### config.mk
export PLATFORM = sky130hd
export DESIGN_NAME = uart_tx_fifo
export DESIGN_NICKNAME = d
export VERILOG_FILES = /design/src/rtl/uart_tx_fifo.sv
export SDC_FILE = /design/constraint.sdc
export NUM_CORES = 1
export LEC_CHECK = 0
export ABC_AREA = 1
export BUFFER_PORTS_ARGS = -buffer_cell sky130_fd_sc_hd__buf_4
export CORE_ASPECT_RATIO = 1.2
export CORE_MARGIN = 3
export CORE_UTILIZATION = 40
export CTS_BUF_LIST = sky130_fd_sc_hd__clkbuf_2
export DETAILED_ROUTE_END_ITERATION = 6
export HOLD_SLACK_MARGIN = 0.03
export PLACE_DENSITY_LB_ADDON = 0.15
export SLEW_MARGIN = 20
export SYNTH_ARGS = -nofsm -noshare
export SYNTH_HDL_FRONTEND = slang
export SYNTH_SLANG_ARGS = --single-unit
### constraint.sdc
create_clock -name clk -period 5.85 [get_ports clk]
set_clock_uncertainty 0.15 [all_clocks]
set_input_delay 0.8775 -clock clk [delete_from_list [all_inputs] [get_ports clk]]
set_output_delay 0.8775 -clock clk [all_outputs]
set_load 0.01 [all_outputs]
### src/rtl/uart_tx_fifo.sv
// Transmit FIFO and launch controller feeding a UART transmitter.
// Queues user bytes and hands them out one at a time, waiting for tx_done_tick between launches.
module uart_tx_fifo #(
    parameter int DBIT   = 8,
    parameter int ADDR_W = 4
) (
    input  logic              clk,
    input  logic              reset,
    input  logic              wr,
    input  logic [DBIT-1:0]   w_data,
    output logic              full,
    output logic              empty,
    output logic [ADDR_W:0]   count,
    output logic              overflow,
    input  logic              clr_ovf,
    output logic              tx_start,
    output logic [DBIT-1:0]   tx_din,
    input  logic              tx_done_tick,
    output logic              busy
);

    // state     | meaning
    // IDLE      | no byte in flight; launches the head byte whenever the FIFO is non-empty
    // WAIT_DONE | byte handed to the transmitter; waiting for tx_done_tick
    typedef enum logic {IDLE, WAIT_DONE} state_t;

    localparam int                DEPTH    = 1 << ADDR_W;
    localparam logic [ADDR_W:0]   FULL_CNT = (ADDR_W+1)'(DEPTH);
    localparam logic [ADDR_W:0]   CNT_ONE  = (ADDR_W+1)'(1);
    localparam logic [ADDR_W-1:0] PTR_ONE  = ADDR_W'(1);

    state_t              state, state_next;
    logic [DBIT-1:0]     mem [DEPTH];
    logic [ADDR_W-1:0]   rd_ptr, wr_ptr;
    logic [ADDR_W:0]     count_reg;
    logic                push, pop, drop;

    assign empty  = (count_reg == '0);
    assign full   = (count_reg == FULL_CNT);
    assign count  = count_reg;
    assign tx_din = mem[rd_ptr];

    // A pop frees a slot this cycle, so a write into a full FIFO still lands
    assign pop  = tx_start;
    assign push = wr & (~full | pop);
    assign drop = wr & full & ~pop;

    always_ff @(posedge clk) begin
        if (push) begin
            mem[wr_ptr] <= w_data;
        end
    end

    always_ff @(posedge clk) begin
        if (reset) begin
            rd_ptr    <= '0;
            wr_ptr    <= '0;
            count_reg <= '0;
            overflow  <= 1'b0;
        end else begin
            if (push) begin
                wr_ptr <= wr_ptr + PTR_ONE;
            end
            if (pop) begin
                rd_ptr <= rd_ptr + PTR_ONE;
            end
            case ({push, pop})
                2'b10:   count_reg <= count_reg + CNT_ONE;
                2'b01:   count_reg <= count_reg - CNT_ONE;
                default: count_reg <= count_reg;
            endcase
            if (drop) begin
                overflow <= 1'b1;
            end else if (clr_ovf) begin
                overflow <= 1'b0;
            end
        end
    end

    always_ff @(posedge clk) begin
        if (reset) begin
            state <= IDLE;
        end else begin
            state <= state_next;
        end
    end

    always_comb begin
        state_next = state;
        tx_start   = 1'b0;
        busy       = 1'b0;
        case (state)
            IDLE: begin
                if (~empty) begin
                    tx_start   = 1'b1;
                    state_next = WAIT_DONE;
                end
            end
            WAIT_DONE: begin
                busy = 1'b1;
                if (tx_done_tick) begin
                    state_next = IDLE;
                end
            end
            default: state_next = IDLE;
        endcase
    end

endmodule

-- Yosys cells after proc, flatten, opt, wreduce, memory -nomap -nowiden
Memory sizes are Yosys's and may differ from the RTL's. A register that Yosys moved wholly into a read port is not among the register bits.
Cells that the tools add are included.
- register bits: 15
- output and inout port bits: 18
- bits of input ports: 13
- RAM bits: 128
- memories: 1
- word-level logic and storage cells: 35
- add/subtract/negate cells: 4
- equal/unequal tests: 3
- reductions and logical operators: 3
- muxes and demuxes: 12
- bitwise gates (word level): 7
- memories (name ; words ; bits a word ; rd ports ; clocked after Yosys merged registers in ; write ports ; RTL line ; source):
    mem ; 16 ; 8 ; 1 ; 1 ; 1 ; 33 ; logic [DBIT-1:0] mem [DEPTH];
- operators with widths (cell ; count):
    $pmux 5 s2 ; 1
    $add 4x1->4 const B ; 2
    $mux 1 ; 8
    $mux 4 ; 2
    $add 5x1->5 const B ; 1
    $eq 5x5->1 const B ; 1
    $logic_not 5->1 ; 1
    $sub 5x1->5 const B ; 1
    $reduce_bool 2->1 ; 2
    $and 1x1->1 ; 3
    $not 1->1 ; 3
    $eq 2x1->1 const B ; 1
    $eq 2x2->1 const B ; 1
    $pmux 1 s2 ; 1
    $or 1x1->1 ; 1

-- Longest topological paths before layout
- word-level depth: 7
- depth in mapped cells: 12
- gate-level depth less buffers: 12

-- Worst setup path before layout
OpenSTA, ideal clock, no wires.
- path type: input-to-reg
- from: in wr
- to: reg count_reg[4] (netlist: count[4])
- setup time: 0.115 ns
- buffers on the path: 0
- cell stages on the path: 8
- path slack: 3.554 ns
- required time: 5.585 ns
- data arrival time: 2.031 ns
- cells stage by stage: inv_1 > nand3_1 > fa_1 > o21ai_0 > a21o_1 > nand2_1 > a21oi_1 > nor2_1
- word-level cells in the longest chain between the ends: 3
- elaborated cells between the ends (all ways): 5
- those cells by class: 2 x eq/ne; 1 x mux; 1 x bitwise; 1 x reduce/logical
- ends and longest elaborated chain (element ; RTL line ; source):
    from (decl) ; 9 ; input logic wr,
    $and 1x1->1 * ; 45 ; assign push = wr & (~full | pop);
    $eq 2x1->1 / $eq 2x2->1 (equally long branches) ; 67 ; case ({push, pop})
    $pmux 5 s2 / $reduce_bool 2->1 (equally long branches) ; - ;
    to (signal assigned) ; 68 ; 2'b10: count_reg <= count_reg + CNT_ONE;
    to (signal assigned) ; 69 ; 2'b01: count_reg <= count_reg - CNT_ONE;
    to (signal assigned) ; 70 ; default: count_reg <= count_reg;
    to (decl) ; 35 ; logic [ADDR_W:0] count_reg;
Every way passes the cells marked *; elsewhere a longest branch is shown, timed or not.
A chain may end at the register's enable or synchronous reset.

==> out/metrics.yaml <==
run_status: "completed"
routed-via-count: 3962
wire_length_of_the_first_global_routing_pass_mm: 21.4
start_util: 0.411
clock_tree.buffer_depth: 2
cp.arrival_ps: 2840
detailedRoute.firstIterationViolations: 301
yosys.area.top_type: "sky130_fd_sc_hd__edfxtp_1"
critPathRequiredTime_ps: 4820
dp_hpwl_mm: 8.70
grt.overflow.total: 0
rsz_0062_raised_after_global_routing: "no"
period_needed_ps: 3870
crit-reg2reg-capture: "count[4]$_SDFFE_PP0P_"
proportion_of_synthesized_flip_flops_having_asynchronous_set_or_reset: 0
cp_cell_sequence: "buf_4 > a21oi_1 > o21ai_0 > nand3_1 > nand3_1 > nand2_1 > buf_4"
die-height_um: 143
worst_path_max_delay_cell: "sky130_fd_sc_hd__dfxtp_4"
finalPower_mw: 2.66
cts_setup_buffers: 0
most-common-layout-cells: "128 x sky130_fd_sc_hd__edfxtp_1, 87 x sky130_fd_sc_hd__inv_1, 58 x sky130_fd_sc_hd__nand3_1"
horizontal_die_dimension_um: 120
nets: 595
clk_root_buffer_cell: "sky130_fd_sc_hd__clkbuf_2"
grt_antenna_before_repair: 1
worst_path_largest_cell_delay_ps: 790
vdd_drop_max_mv: 0.203
min_path_type: "in -> reg"
ctsHoldBuffers: 0
critical_path_depth: 7
via_count_of_the_first_global_routing_pass: 3871
finalInstanceArea_um2: 6860
finalWeightedCongestion: 0.789
synth.area.top_cells: "sky130_fd_sc_hd__edfxtp_1 62%, sky130_fd_sc_hd__dfxtp_1 6.1%, sky130_fd_sc_hd__inv_1 5.2%, sky130_fd_sc_hd__nand3_1 4.7%, sky130_fd_sc_hd__o211ai_1 3.9%"
fraction_of_the_yosys_area_taken_by_sequential_cells: 0.679
power.sequential.fraction: 0.482
setup.worst_path.end: "tx_din[7]"
cp-start-kind: "flop"
power_density_nw_per_um2: 388
postLayoutSetupSlackWorst_ps: 1980
critical_path.reg2reg.startpoint: "count[1]$_SDFFE_PP0P_"
cts.repair.resized: 0
max_slew.worst_pin.slew_ps: 989
criticalPathCategory: "reg -> out"
area_delta_synth_final_pct: 10.1
placed_cell_area_um2: 6590
portBuffers: 30
totalNegativeSetupSlack_ps: 0
path_max_fanout: 68
reg2reg_setup_slack_ps: 3560
path_delay_family: "flip-flops"
postSynth.topFlopCell: "sky130_fd_sc_hd__edfxtp_1"
cts_sinks: 147
cts-buffers-inserted: 17
worstPathBufferInverterCount: 2
utilization: 0.453
slew_headroom: 0.338
report.final.slew_viol_count: 0
avgViaCountPerCell: 5.01
wl_per_cell_um: 17.4
syn_avg_cell_area_um2: 11.4
synth_largest_type_area_fraction: 0.617
ys_seq_elements: 147
ff2ff_path_depth: 11
layout_worst_path_cycle_share: 0.661
netlist_area_um2: 6220
dpl.cell_count: 758
layout.cells.non_filler: 791
boundaryPins: 31
synth_enable_flop_cells: 128
preCtsSetupSlack_ps: 2730
timing.max_cap.violations: 0
syn-num-nets: 569
drive_gt1_frac: 0.133
grt_use_total: 0.169
most_common_library_cell_in_the_layout_ignoring_fill_and_taps: "sky130_fd_sc_hd__edfxtp_1"
clock_edge_transition_at_the_registers_on_the_reported_setup_and_hold_paths_ps: 190
clock_insertion_delay_worst_skew_ps: 700
ys.warnings.count: 0
worstSetupEndpointType: "output port"
fmax_mhz: 259
detail_route.wirelength_mm: 13.7
design.die.area_um2: 17100
power.switching_mw: 0.900
pin_count_of_the_biggest_net_entering_global_routing: 69
clock_power_share: 0.240
h-tree-depth: 4
timing.final.hold_violations: 0
finalSetupViolations: 0
yosysUniqueCellTypes: 29
fp.coreArea_um2: 15100
largest_register_ff_count: 128
drt_pass1_iterations: 5
power_report.internal_total_mw: 1.76
sw_frac_of_total: 0.339
drc_errors: 0
rows: 49
synthesis.instances: 547
final_antenna_net_count: 0
power.combinational.fraction: 0.278
worst_hold_slack_ps: 211
tritoncts: "done"
power_leakage_nw: 2.58
==> area by class of cell <==
cell class,instances,area (um^2)
antenna,1,2.50
multi-input combinational,285,1520
inverter,90,340
clock buffer,20,100
tap,204,255
timing repair buffer,32,240
sequential,147,4230
clock inverter,12,164
fill,1434,8290
==> synthesized netlist by cell type (2+ instances only) <==
library cell,instances
sky130_fd_sc_hd__edfxtp_1,128
sky130_fd_sc_hd__inv_1,87
sky130_fd_sc_hd__nand3_1,58
sky130_fd_sc_hd__nand2_1,57
sky130_fd_sc_hd__a21oi_1,39
sky130_fd_sc_hd__o21ai_0,39
sky130_fd_sc_hd__nor2_1,33
sky130_fd_sc_hd__o211ai_1,32
sky130_fd_sc_hd__dfxtp_1,19
sky130_fd_sc_hd__buf_2,13
sky130_fd_sc_hd__ha_1,8
sky130_fd_sc_hd__clkbuf_1,6
sky130_fd_sc_hd__buf_6,3
sky130_fd_sc_hd__nand2_2,3
sky130_fd_sc_hd__nor2_2,3
sky130_fd_sc_hd__buf_1,2
sky130_fd_sc_hd__inv_2,2
sky130_fd_sc_hd__nand3_2,2
sky130_fd_sc_hd__o21ai_1,2
sky130_fd_sc_hd__xor2_1,2
==> worst reg2reg max path: stages, from the launching register on <==
cell and delay (ps):
sky130_fd_sc_hd__dfxtp_1 410, sky130_fd_sc_hd__nor2_2 180, sky130_fd_sc_hd__nand3_1 150, sky130_fd_sc_hd__nand3_1 220, sky130_fd_sc_hd__inv_1 120, sky130_fd_sc_hd__ha_1 360
sky130_fd_sc_hd__inv_1 50, sky130_fd_sc_hd__o21ai_0 200, sky130_fd_sc_hd__a21o_1 140, sky130_fd_sc_hd__nand2_1 70, sky130_fd_sc_hd__a21oi_1 120, sky130_fd_sc_hd__nor2_1 60
==> worst min path at each step <==
| stage | cells after the start | end | start |
|---|---|---|---|
| 2_1_floorplan | 2 | flop | rd_ptr[2]$_SDFFE_PP0N_ |
| 3_3_place_gp | 2 | overflow$_SDFFE_PP0P_ | overflow$_SDFFE_PP0P_ |
| 3_5_place_dp | 2 | overflow$_SDFFE_PP0P_ | overflow$_SDFFE_PP0P_ |
| 4_1_cts | 2 | wr_ptr[2]$_SDFFE_PP0P_ | reset |
| 5_1_grt | 2 | wr_ptr[2]$_SDFFE_PP0P_ | reset |
| 6_report | 2 | wr_ptr[2]$_SDFFE_PP0P_ | reset |
==> routing by layer <==
| layer | vias up | global-route usage | part of all wire |
|---|---|---|---|
| met3 | 20 | 0.0456 | 0.047 |
| li1 | 1941 | - | - |
| met5 | - | 0 | 0 |
| met2 | 105 | 0.278 | 0.47 |
| met1 | 1896 | 0.217 | 0.47 |
| met4 | 0 | 0.0615 | 0.019 |
==> cell families after synthesis <==
| group | count (synthesis) | synth area share |
|---|---|---|
| DFF | 147 | 0.679 |
| and+or+nand+nor | 157 | 0.112 |
| xor gates and xnor gates | 3 | 0.00422 |
| adders and majority gates | 9 | 0.0193 |
| buffers and inverters | 115 | 0.0766 |
| AOI/OAI and AO/OA | 116 | 0.109 |
==> power by group through the flow <==
stage               logic (mW)  clock network [mW]  registers [mW]
CTS                      0.747               0.651            1.28
global route             0.844               0.690            1.30
finish                   0.740               0.638            1.28
detailed placement       0.743                   0            1.31
global placement         0.729                   0            1.30
floorplan                0.571                   0            1.25
(Power assumes the default switching activity.)
